[config.mk]
export PLATFORM = sky130hd
export DESIGN_NAME = icache_flush_ctrl_flat
export DESIGN_NICKNAME = d
export VERILOG_FILES = /design/src/rtl/icache_flush_ctrl_if.sv /design/src/rtl/icache_flush_ctrl.sv /design/src/flat_wrapper.sv
export SDC_FILE = /design/constraint.sdc
export NUM_CORES = 1
export LEC_CHECK = 0
export CAP_MARGIN = 20
export CORE_UTILIZATION = 35
export CTS_BUF_LIST = sky130_fd_sc_hd__clkbuf_2
export DETAILED_ROUTE_END_ITERATION = 8
export GPL_TIMING_DRIVEN = 0
export PLACE_DENSITY = 0.67
export SLEW_MARGIN = 40
export SYNTH_ARGS = -nofsm -noshare
export SYNTH_HDL_FRONTEND = slang
export SYNTH_SLANG_ARGS = --single-unit
[constraint.sdc]
create_clock -name clk -period 4.05 [get_ports clk]
set_clock_uncertainty 0.05 [all_clocks]
set_input_delay 0.81 -clock clk [delete_from_list [all_inputs] [get_ports clk]]
set_output_delay 0.81 -clock clk [all_outputs]
set_load 0.03 [all_outputs]
[src/rtl/icache_flush_ctrl_if.sv]
// ----------------------------------------------------------------------------
// icache_flush_ctrl_if
//   Bundles every non-clock, non-reset signal of the icache refill controller.
//
//   Core / line side:
//     icache_rdreq, icache_addr     core read request and byte address
//     line_miss                     per-line miss flags (bit i = line i)
//     line_ttl                      packed TTLs, line i at [i*TTLBITS +: TTLBITS]
//     flush_mode                    one-hot victim line under fill
//     flush_we, flush_addr, flush_in  write strobe, byte address, data
//     fill_busy, fill_done          fill in progress / one-cycle completion pulse
//   Memory side:
//     mem_rdreq, mem_addr           read request (held until data), word-aligned address
//     mem_rdata, mem_rdata_valid    returned word and its valid strobe
//
//   Modports:
//     master  the refill controller
//     slave   the environment (core, icache lines and memory)
// ----------------------------------------------------------------------------
interface icache_flush_ctrl_if #(
    parameter int DATABITS = 32,
    parameter int ADDRBITS = 32,
    parameter int BANKNUM  = 4,
    parameter int TTLBITS  = 8
);
    logic                       icache_rdreq;
    logic [ADDRBITS-1:0]        icache_addr;
    logic [BANKNUM-1:0]         line_miss;
    logic [BANKNUM*TTLBITS-1:0] line_ttl;

    logic [BANKNUM-1:0]         flush_mode;
    logic                       flush_we;
    logic [ADDRBITS-1:0]        flush_addr;
    logic [DATABITS-1:0]        flush_in;

    logic                       mem_rdreq;
    logic [ADDRBITS-1:0]        mem_addr;
    logic [DATABITS-1:0]        mem_rdata;
    logic                       mem_rdata_valid;

    logic                       fill_busy;
    logic                       fill_done;

    modport master (
        input  icache_rdreq, icache_addr, line_miss, line_ttl,
        input  mem_rdata, mem_rdata_valid,
        output flush_mode, flush_we, flush_addr, flush_in,
        output mem_rdreq, mem_addr,
        output fill_busy, fill_done
    );

    modport slave (
        output icache_rdreq, icache_addr, line_miss, line_ttl,
        output mem_rdata, mem_rdata_valid,
        input  flush_mode, flush_we, flush_addr, flush_in,
        input  mem_rdreq, mem_addr,
        input  fill_busy, fill_done
    );
endinterface

[src/rtl/icache_flush_ctrl.sv]
// ----------------------------------------------------------------------------
// icache_flush_ctrl
//   Refill controller for BANKNUM instruction-cache lines. When a core read
//   misses in every line, the line with the highest TTL (lowest index on a tie)
//   is chosen as victim and the whole memory section containing the missing
//   address is fetched word by word and streamed into it.
//
//   Ports:
//     clk      clock
//     reset_n  asynchronous, active-low reset (aborts a fill immediately)
//     bus      icache_flush_ctrl_if.master (request, line, flush and memory
//              signals; see the interface header)
//
//   Parameters:
//     DATABITS       instruction word width
//     ADDRBITS       byte address width, equal to DATABITS
//     CACHEADDRBITS  log2(words per line); a fill is 2**CACHEADDRBITS words
//     BANKNUM        number of lines served (2 or more)
//     TTLBITS        width of each line TTL
//
//   Build option:
//     ICACHE_FILL_CRITICAL_FIRST_EN  when defined, the fill starts at the word
//       that missed and wraps round the line; otherwise it starts at word 0.
//
//   Timing: 2 cycles per word minimum; first flush_we arrives 3 cycles plus the
//   memory latency after the miss cycle.
// ----------------------------------------------------------------------------
module icache_flush_ctrl #(
    parameter int DATABITS      = 32,
    parameter int ADDRBITS      = 32,
    parameter int CACHEADDRBITS = 5,
    parameter int BANKNUM       = 4,
    parameter int TTLBITS       = 8
) (
    input  logic                 clk,
    input  logic                 reset_n,
    icache_flush_ctrl_if.master  bus
);

    localparam int SECTBITS = ADDRBITS - CACHEADDRBITS - 2;
    localparam int IDXBITS  = (BANKNUM > 1) ? $clog2(BANKNUM) : 1;

    typedef enum logic [2:0] {
        ST_IDLE,
        ST_SELECT,
        ST_FETCH,
        ST_WRITE,
        ST_DONE
    } state_t;

    state_t                     state;
    state_t                     state_nxt;

    logic [SECTBITS-1:0]        section_q;
    logic [CACHEADDRBITS-1:0]   word_q;
    logic [CACHEADDRBITS-1:0]   start_q;
    logic [CACHEADDRBITS-1:0]   end_word;
    logic [CACHEADDRBITS-1:0]   start_word;
    logic [BANKNUM*TTLBITS-1:0] ttl_q;
    logic [IDXBITS-1:0]         victim_q;
    logic [IDXBITS-1:0]         victim_sel;
    logic [TTLBITS-1:0]         best_ttl;
    logic [BANKNUM-1:0]         victim_onehot;
    logic [ADDRBITS-1:0]        addr_q;
    logic [DATABITS-1:0]        data_q;
    logic [ADDRBITS-1:0]        fetch_addr;
    logic                       fill_start;
    logic                       last_word;

`ifdef ICACHE_FILL_CRITICAL_FIRST_EN
    // Begin with the word the core is waiting for.
    assign start_word = bus.icache_addr[CACHEADDRBITS+1:2];

    logic unused_addr_bits;
    assign unused_addr_bits = ^bus.icache_addr[1:0];
`else
    assign start_word = '0;

    logic unused_addr_bits;
    assign unused_addr_bits = ^bus.icache_addr[CACHEADDRBITS+1:0];
`endif

    // A fill is only needed when no line holds the requested section.
    assign fill_start = bus.icache_rdreq && (&bus.line_miss);

    // The word counter wraps, so the final word is the one just before the start.
    assign end_word  = start_q - CACHEADDRBITS'(1);
    assign last_word = (word_q == end_word);

    assign fetch_addr    = {section_q, word_q, 2'b00};
    assign victim_onehot = BANKNUM'(1) << victim_q;

    // Victim search over the TTLs captured at the miss: strict '>' keeps the
    // lowest index when several lines share the maximum.
    always_comb begin
        victim_sel = '0;
        best_ttl   = ttl_q[0 +: TTLBITS];
        for (int i = 1; i < BANKNUM; i++) begin
            if (ttl_q[i*TTLBITS +: TTLBITS] > best_ttl) begin
                best_ttl   = ttl_q[i*TTLBITS +: TTLBITS];
                victim_sel = IDXBITS'(i);
            end
        end
    end

    // NOTE: state and datapath registers use non-blocking assignments so every
    // register samples pre-edge values regardless of statement order.
    always_ff @(posedge clk or negedge reset_n) begin
        if (!reset_n) begin
            state <= ST_IDLE;
        end else begin
            state <= state_nxt;
        end
    end

    always_ff @(posedge clk or negedge reset_n) begin
        if (!reset_n) begin
            section_q <= '0;
            word_q    <= '0;
            start_q   <= '0;
            ttl_q     <= '0;
            victim_q  <= '0;
            addr_q    <= '0;
            data_q    <= '0;
        end else begin
            case (state)
                ST_IDLE: begin
                    // Request, address and TTLs are only looked at in IDLE;
                    // capture everything the fill needs at the miss.
                    if (fill_start) begin
                        section_q <= bus.icache_addr[ADDRBITS-1:CACHEADDRBITS+2];
                        word_q    <= start_word;
                        start_q   <= start_word;
                        ttl_q     <= bus.line_ttl;
                    end
                end
                ST_SELECT: begin
                    victim_q <= victim_sel;
                end
                ST_FETCH: begin
                    if (bus.mem_rdata_valid) begin
                        data_q <= bus.mem_rdata;
                        addr_q <= fetch_addr;
                    end
                end
                ST_WRITE: begin
                    word_q <= word_q + CACHEADDRBITS'(1);
                end
                default: ;
            endcase
        end
    end

    // NOTE: every output and next-state value gets a default before the case,
    // so no path through this block can leave a latch behind.
    always_comb begin
        state_nxt      = state;
        bus.flush_mode = '0;
        bus.flush_we   = 1'b0;
        bus.flush_addr = '0;
        bus.flush_in   = '0;
        bus.mem_rdreq  = 1'b0;
        bus.mem_addr   = '0;
        bus.fill_done  = 1'b0;
        bus.fill_busy  = (state != ST_IDLE);

        case (state)
            ST_IDLE: begin
                if (fill_start) begin
                    state_nxt = ST_SELECT;
                end
            end
            ST_SELECT: begin
                state_nxt = ST_FETCH;
            end
            ST_FETCH: begin
                bus.flush_mode = victim_onehot;
                bus.mem_rdreq  = 1'b1;
                bus.mem_addr   = fetch_addr;
                if (bus.mem_rdata_valid) begin
                    state_nxt = ST_WRITE;
                end
            end
            ST_WRITE: begin
                bus.flush_mode = victim_onehot;
                bus.flush_we   = 1'b1;
                bus.flush_addr = addr_q;
                bus.flush_in   = data_q;
                state_nxt      = last_word ? ST_DONE : ST_FETCH;
            end
            ST_DONE: begin
                bus.fill_done = 1'b1;
                state_nxt     = ST_IDLE;
            end
            default: begin
                state_nxt = ST_IDLE;
            end
        endcase
    end

endmodule

[src/flat_wrapper.sv]
// flat-port wrapper written by rule: the top's interface ports become plain ports
module icache_flush_ctrl_flat 
#(
    parameter int DATABITS      = 32,
    parameter int ADDRBITS      = 32,
    parameter int CACHEADDRBITS = 5,
    parameter int BANKNUM       = 4,
    parameter int TTLBITS       = 8
)
  (clk, reset_n, bus_icache_rdreq, bus_icache_addr, bus_line_miss, bus_line_ttl, bus_mem_rdata, bus_mem_rdata_valid, bus_flush_mode, bus_flush_we, bus_flush_addr, bus_flush_in, bus_mem_rdreq, bus_mem_addr, bus_fill_busy, bus_fill_done);
  icache_flush_ctrl_if #(.DATABITS(DATABITS), .ADDRBITS(ADDRBITS), .BANKNUM(BANKNUM), .TTLBITS(TTLBITS)) bus_i ();
  input  logic clk;
  input  logic reset_n;
  input wire logic [$bits(bus_i.icache_rdreq)-1:0] bus_icache_rdreq;
  input wire logic [$bits(bus_i.icache_addr)-1:0] bus_icache_addr;
  input wire logic [$bits(bus_i.line_miss)-1:0] bus_line_miss;
  input wire logic [$bits(bus_i.line_ttl)-1:0] bus_line_ttl;
  input wire logic [$bits(bus_i.mem_rdata)-1:0] bus_mem_rdata;
  input wire logic [$bits(bus_i.mem_rdata_valid)-1:0] bus_mem_rdata_valid;
  output wire logic [$bits(bus_i.flush_mode)-1:0] bus_flush_mode;
  output wire logic [$bits(bus_i.flush_we)-1:0] bus_flush_we;
  output wire logic [$bits(bus_i.flush_addr)-1:0] bus_flush_addr;
  output wire logic [$bits(bus_i.flush_in)-1:0] bus_flush_in;
  output wire logic [$bits(bus_i.mem_rdreq)-1:0] bus_mem_rdreq;
  output wire logic [$bits(bus_i.mem_addr)-1:0] bus_mem_addr;
  output wire logic [$bits(bus_i.fill_busy)-1:0] bus_fill_busy;
  output wire logic [$bits(bus_i.fill_done)-1:0] bus_fill_done;
  assign bus_i.icache_rdreq = bus_icache_rdreq;
  assign bus_i.icache_addr = bus_icache_addr;
  assign bus_i.line_miss = bus_line_miss;
  assign bus_i.line_ttl = bus_line_ttl;
  assign bus_i.mem_rdata = bus_mem_rdata;
  assign bus_i.mem_rdata_valid = bus_mem_rdata_valid;
  assign bus_flush_mode = bus_i.flush_mode;
  assign bus_flush_we = bus_i.flush_we;
  assign bus_flush_addr = bus_i.flush_addr;
  assign bus_flush_in = bus_i.flush_in;
  assign bus_mem_rdreq = bus_i.mem_rdreq;
  assign bus_mem_addr = bus_i.mem_addr;
  assign bus_fill_busy = bus_i.fill_busy;
  assign bus_fill_done = bus_i.fill_done;
  icache_flush_ctrl #(.DATABITS(DATABITS), .ADDRBITS(ADDRBITS), .CACHEADDRBITS(CACHEADDRBITS), .BANKNUM(BANKNUM), .TTLBITS(TTLBITS)) u_core (.clk(clk), .reset_n(reset_n), .bus(bus_i));
endmodule
==> metrics.cfg <==
[run]
drv_cap=0

[worst_hold_path]
hp-class=register to register
hold_start=u_core.addr_q[31]$_DFFE_PN0P_
hold_depth=2
hold_path_end=u_core.addr_q[31]$_DFFE_PN0P_

[cts]
cts_tree=done
clock_sinks=129
worstSkewPairLatency_ns=0.74
cts_buffer_depth=2
htreeDepth=4
root_buffer=clkbuf_2
cts.clk_slew.worst_paths_ns=0.20
cts_buffers=17

[critical_path]
crit_fanout=6
critical_path_class=register to register
rrSetupSlack_ns=-0.47
reg2reg_depth=18
cp.arrival_ns=5.09
worstReg2RegEnd=u_core.victim_q[1]$_DFFE_PN0P_
crit_path_start_kind=register
crit_path_end_kind=register
r2r-start=u_core.ttl_q[13]$_DFFE_PN0P_
crit_required_ns=4.62

[floorplan]
core_region_area_um2=18100
die_width_um=139
initial_core_util_pct=36.0
top_level_ports=208
die-area_um2=19200
die_h_um=139
rows=49

[synthesis]
synth_ff_type=dfrtp_1
yosysSeqAreaShare_pct=49.4
yosysUniqueCellTypes=40
syn_inst=788
synth_warnings=0
synth_area_um2=6540
synth_seq_cells=129
ys_async_sr_fraction_pct=100
synth-edff-count=0
syn_avg_cell_area_um2=8.30

[outcome]
violations=DRC, setup timing
outcome=finished, violations left

[drt]
drc=18
finalWirelength_um=20100
drtIter0Drc=355
via_per_inst=4.85
vias=6208
dr.pass1.iters=7
ant_nets=0
wl_per_cell_um=15.7

[power]
p_clk_share_pct=24.7
power_density_nw_per_um2=426
sw_frac_of_total_pct=35.6
ir_worst_vdd_uv=216
p_comb_share_pct=34.0
p_int_mw=2.64
leakage_nw=4.99
seqPwrFrac_pct=41.3
p_switching_mw=1.45

[global_routing]
antenna_found_initial=0
grt_pass1_vias=5873
gr-total-overflow=0
grt_max_degree=47
grt_pass1_wl_um=31600
grtUsageTotal_pct=21.1

[timing]
hold_violations=0
fin_ws_ns=-0.472
hold_ws_ns=0.444
setup-violations-final=2
setup_tns_ns=-0.930
slew_headroom_pct=60.5
min_period_over_period_pct=112
rsz0062_at_grt=yes
drv_slew=0
layout_min_cycle_time_ns=4.52
fmax_mhz=221
worst_pin_slew_ns=0.592

[finish]
syn2layout_area_growth_pct=46.7
n_antenna_cell=0
drive_gt1_share_pct=11.7
finalNetCount=1168
fin_cells=1280

[placement]
routabilityCongestion=0.823
port_buffers=196
dpl.cell_count=1218
hpwl_um=14500

-- cell type report --
class | count | area (µm²)
plain buffers | 49 | 226
clock buffers | 18 | 90.1
clock inverters | 14 | 225
fillers | 1735 | 8550
inverters | 13 | 48.8
multi-input cells | 597 | 3200
flip-flops and latches | 129 | 3230
well taps | 229 | 287
repair buffers | 231 | 2280
-- metal layers --
layer	part of all wire, %	track usage, %	vias to the layer above
met5	0	0	-
met2	48	34.9	198
met1	42	27.2	2917
li1	-	-	3056
met4	2.3	7.31	0
met3	6.7	4.87	37
-- critical path: stages (launching register included) --
cell      delay [ns]
dfrtp_2         0.49
ha_4            0.29
nand2_2         0.08
or3_4           0.39
o211a_4         0.18
nor2_8          0.21
mux2i_2         0.28
ha_1            0.28
and3_4          0.19
a221o_1         0.34
a22oi_4         0.24
o211ai_1        0.12
o22ai_1         0.20
ha_1            0.28
and4b_1         0.21
a211oi_2        0.20
o221ai_1        0.13
o21ai_1         0.15
a31oi_1         0.11
-- cells in the mapped netlist (all sizes together) (3+ instances only) --
master	count	area, µm²
nand2	351	1320
dfrtp	129	3230
and3	67	419
clkbuf	33	124
and2	32	203
ha	26	325
nand3	20	100
buf	19	116
o21ai	19	95.1
inv	13	48.8
nor2	9	50.1
nor3	9	45.0
o211ai	8	60.1
mux2i	7	70.1
o22ai	7	43.8
a21oi	6	30.0
a31oi	4	25.0
nand4	4	25.0
nor3b	4	35.0
a21o	3	22.5
-- through the flow --
step | util (%) | worst slack [ns] | power, mW | instance area, µm²
floorplan | - | -0.245 | 2.40 | 6580
global placement | 48.6 | -3.22 | 2.91 | 8830
detailed placement | 49.0 | -0.732 | 2.95 | 8890
CTS | 52.0 | -0.476 | 4.04 | 9440
global route | 52.9 | -0.676 | 4.33 | 9600
finish | 52.9 | -0.472 | 4.09 | 9600
-- state kept, by name, indices dropped and copies added, names as in the netlist --
signal and cells:
u_core.data_q 32, u_core.ttl_q 32, u_core.addr_q 30, u_core.section_q 25, u_core.word_q 5, u_core.state 3
u_core.victim_q 2
-- power groups by stage --
stage	Combinational (mW)	Clock (mW)	Sequential, mW
2_1_floorplan	0.745	0	1.65
3_3_place_gp	1.21	0	1.70
3_5_place_dp	1.24	0	1.71
4_1_cts	1.32	1.04	1.68
5_1_grt	1.52	1.10	1.72
6_report	1.39	1.01	1.69
-- logic make-up after synthesis --
kind of cell / synth area share [%]
AND/OR/NAND/NOR: 34.4
flip-flops: 49.4
buffers and inverters: 4.42
AO/OA/AOI/OAI: 5.74
adder cells (fa/ha/maj): 4.98
multiplexers: 1.07
other: 0.0574
-- how the worst max path moves through the flow --
stage / start / endpoint / cells after the start
2_1_floorplan: u_core.ttl_q[15]$_DFFE_PN0P_ / u_core.victim_q[0]$_DFFE_PN0P_ / 20
3_3_place_gp: reset_n / u_core.addr_q[4]$_DFFE_PN0P_ / 1
3_5_place_dp: u_core.ttl_q[15]$_DFFE_PN0P_ / u_core.victim_q[1]$_DFFE_PN0P_ / 20
4_1_cts: u_core.ttl_q[11]$_DFFE_PN0P_ / u_core.victim_q[1]$_DFFE_PN0P_ / 20
5_1_grt: u_core.ttl_q[7]$_DFFE_PN0P_ / u_core.victim_q[1]$_DFFE_PN0P_ / 19
6_report: u_core.ttl_q[13]$_DFFE_PN0P_ / u_core.victim_q[1]$_DFFE_PN0P_ / 18
-- repair_timing --
action                                  in CTS  in global routing
hold buffers                                 1                  0
buffers inserted                            20                 12
gates resized for setup                     14                 28
endpoints found under the setup margin      54                 29
pin swaps                                   20                 16
hold endpoints to repair                    41                  0
-- cell usage in the layout, fill, tap and decap left out, types with 11 or more instances in the layout --
cell type	count
nand2_1	349
clkdlybuf4s50_1	195
dfrtp_1	125
and3_1	66
buf_4	35
and2_1	31
clkbuf_1	27
clkbuf_2	23
nand3_1	20
ha_1	20
o21ai_0	17
buf_2	11
(Power assumes the default switching activity.)
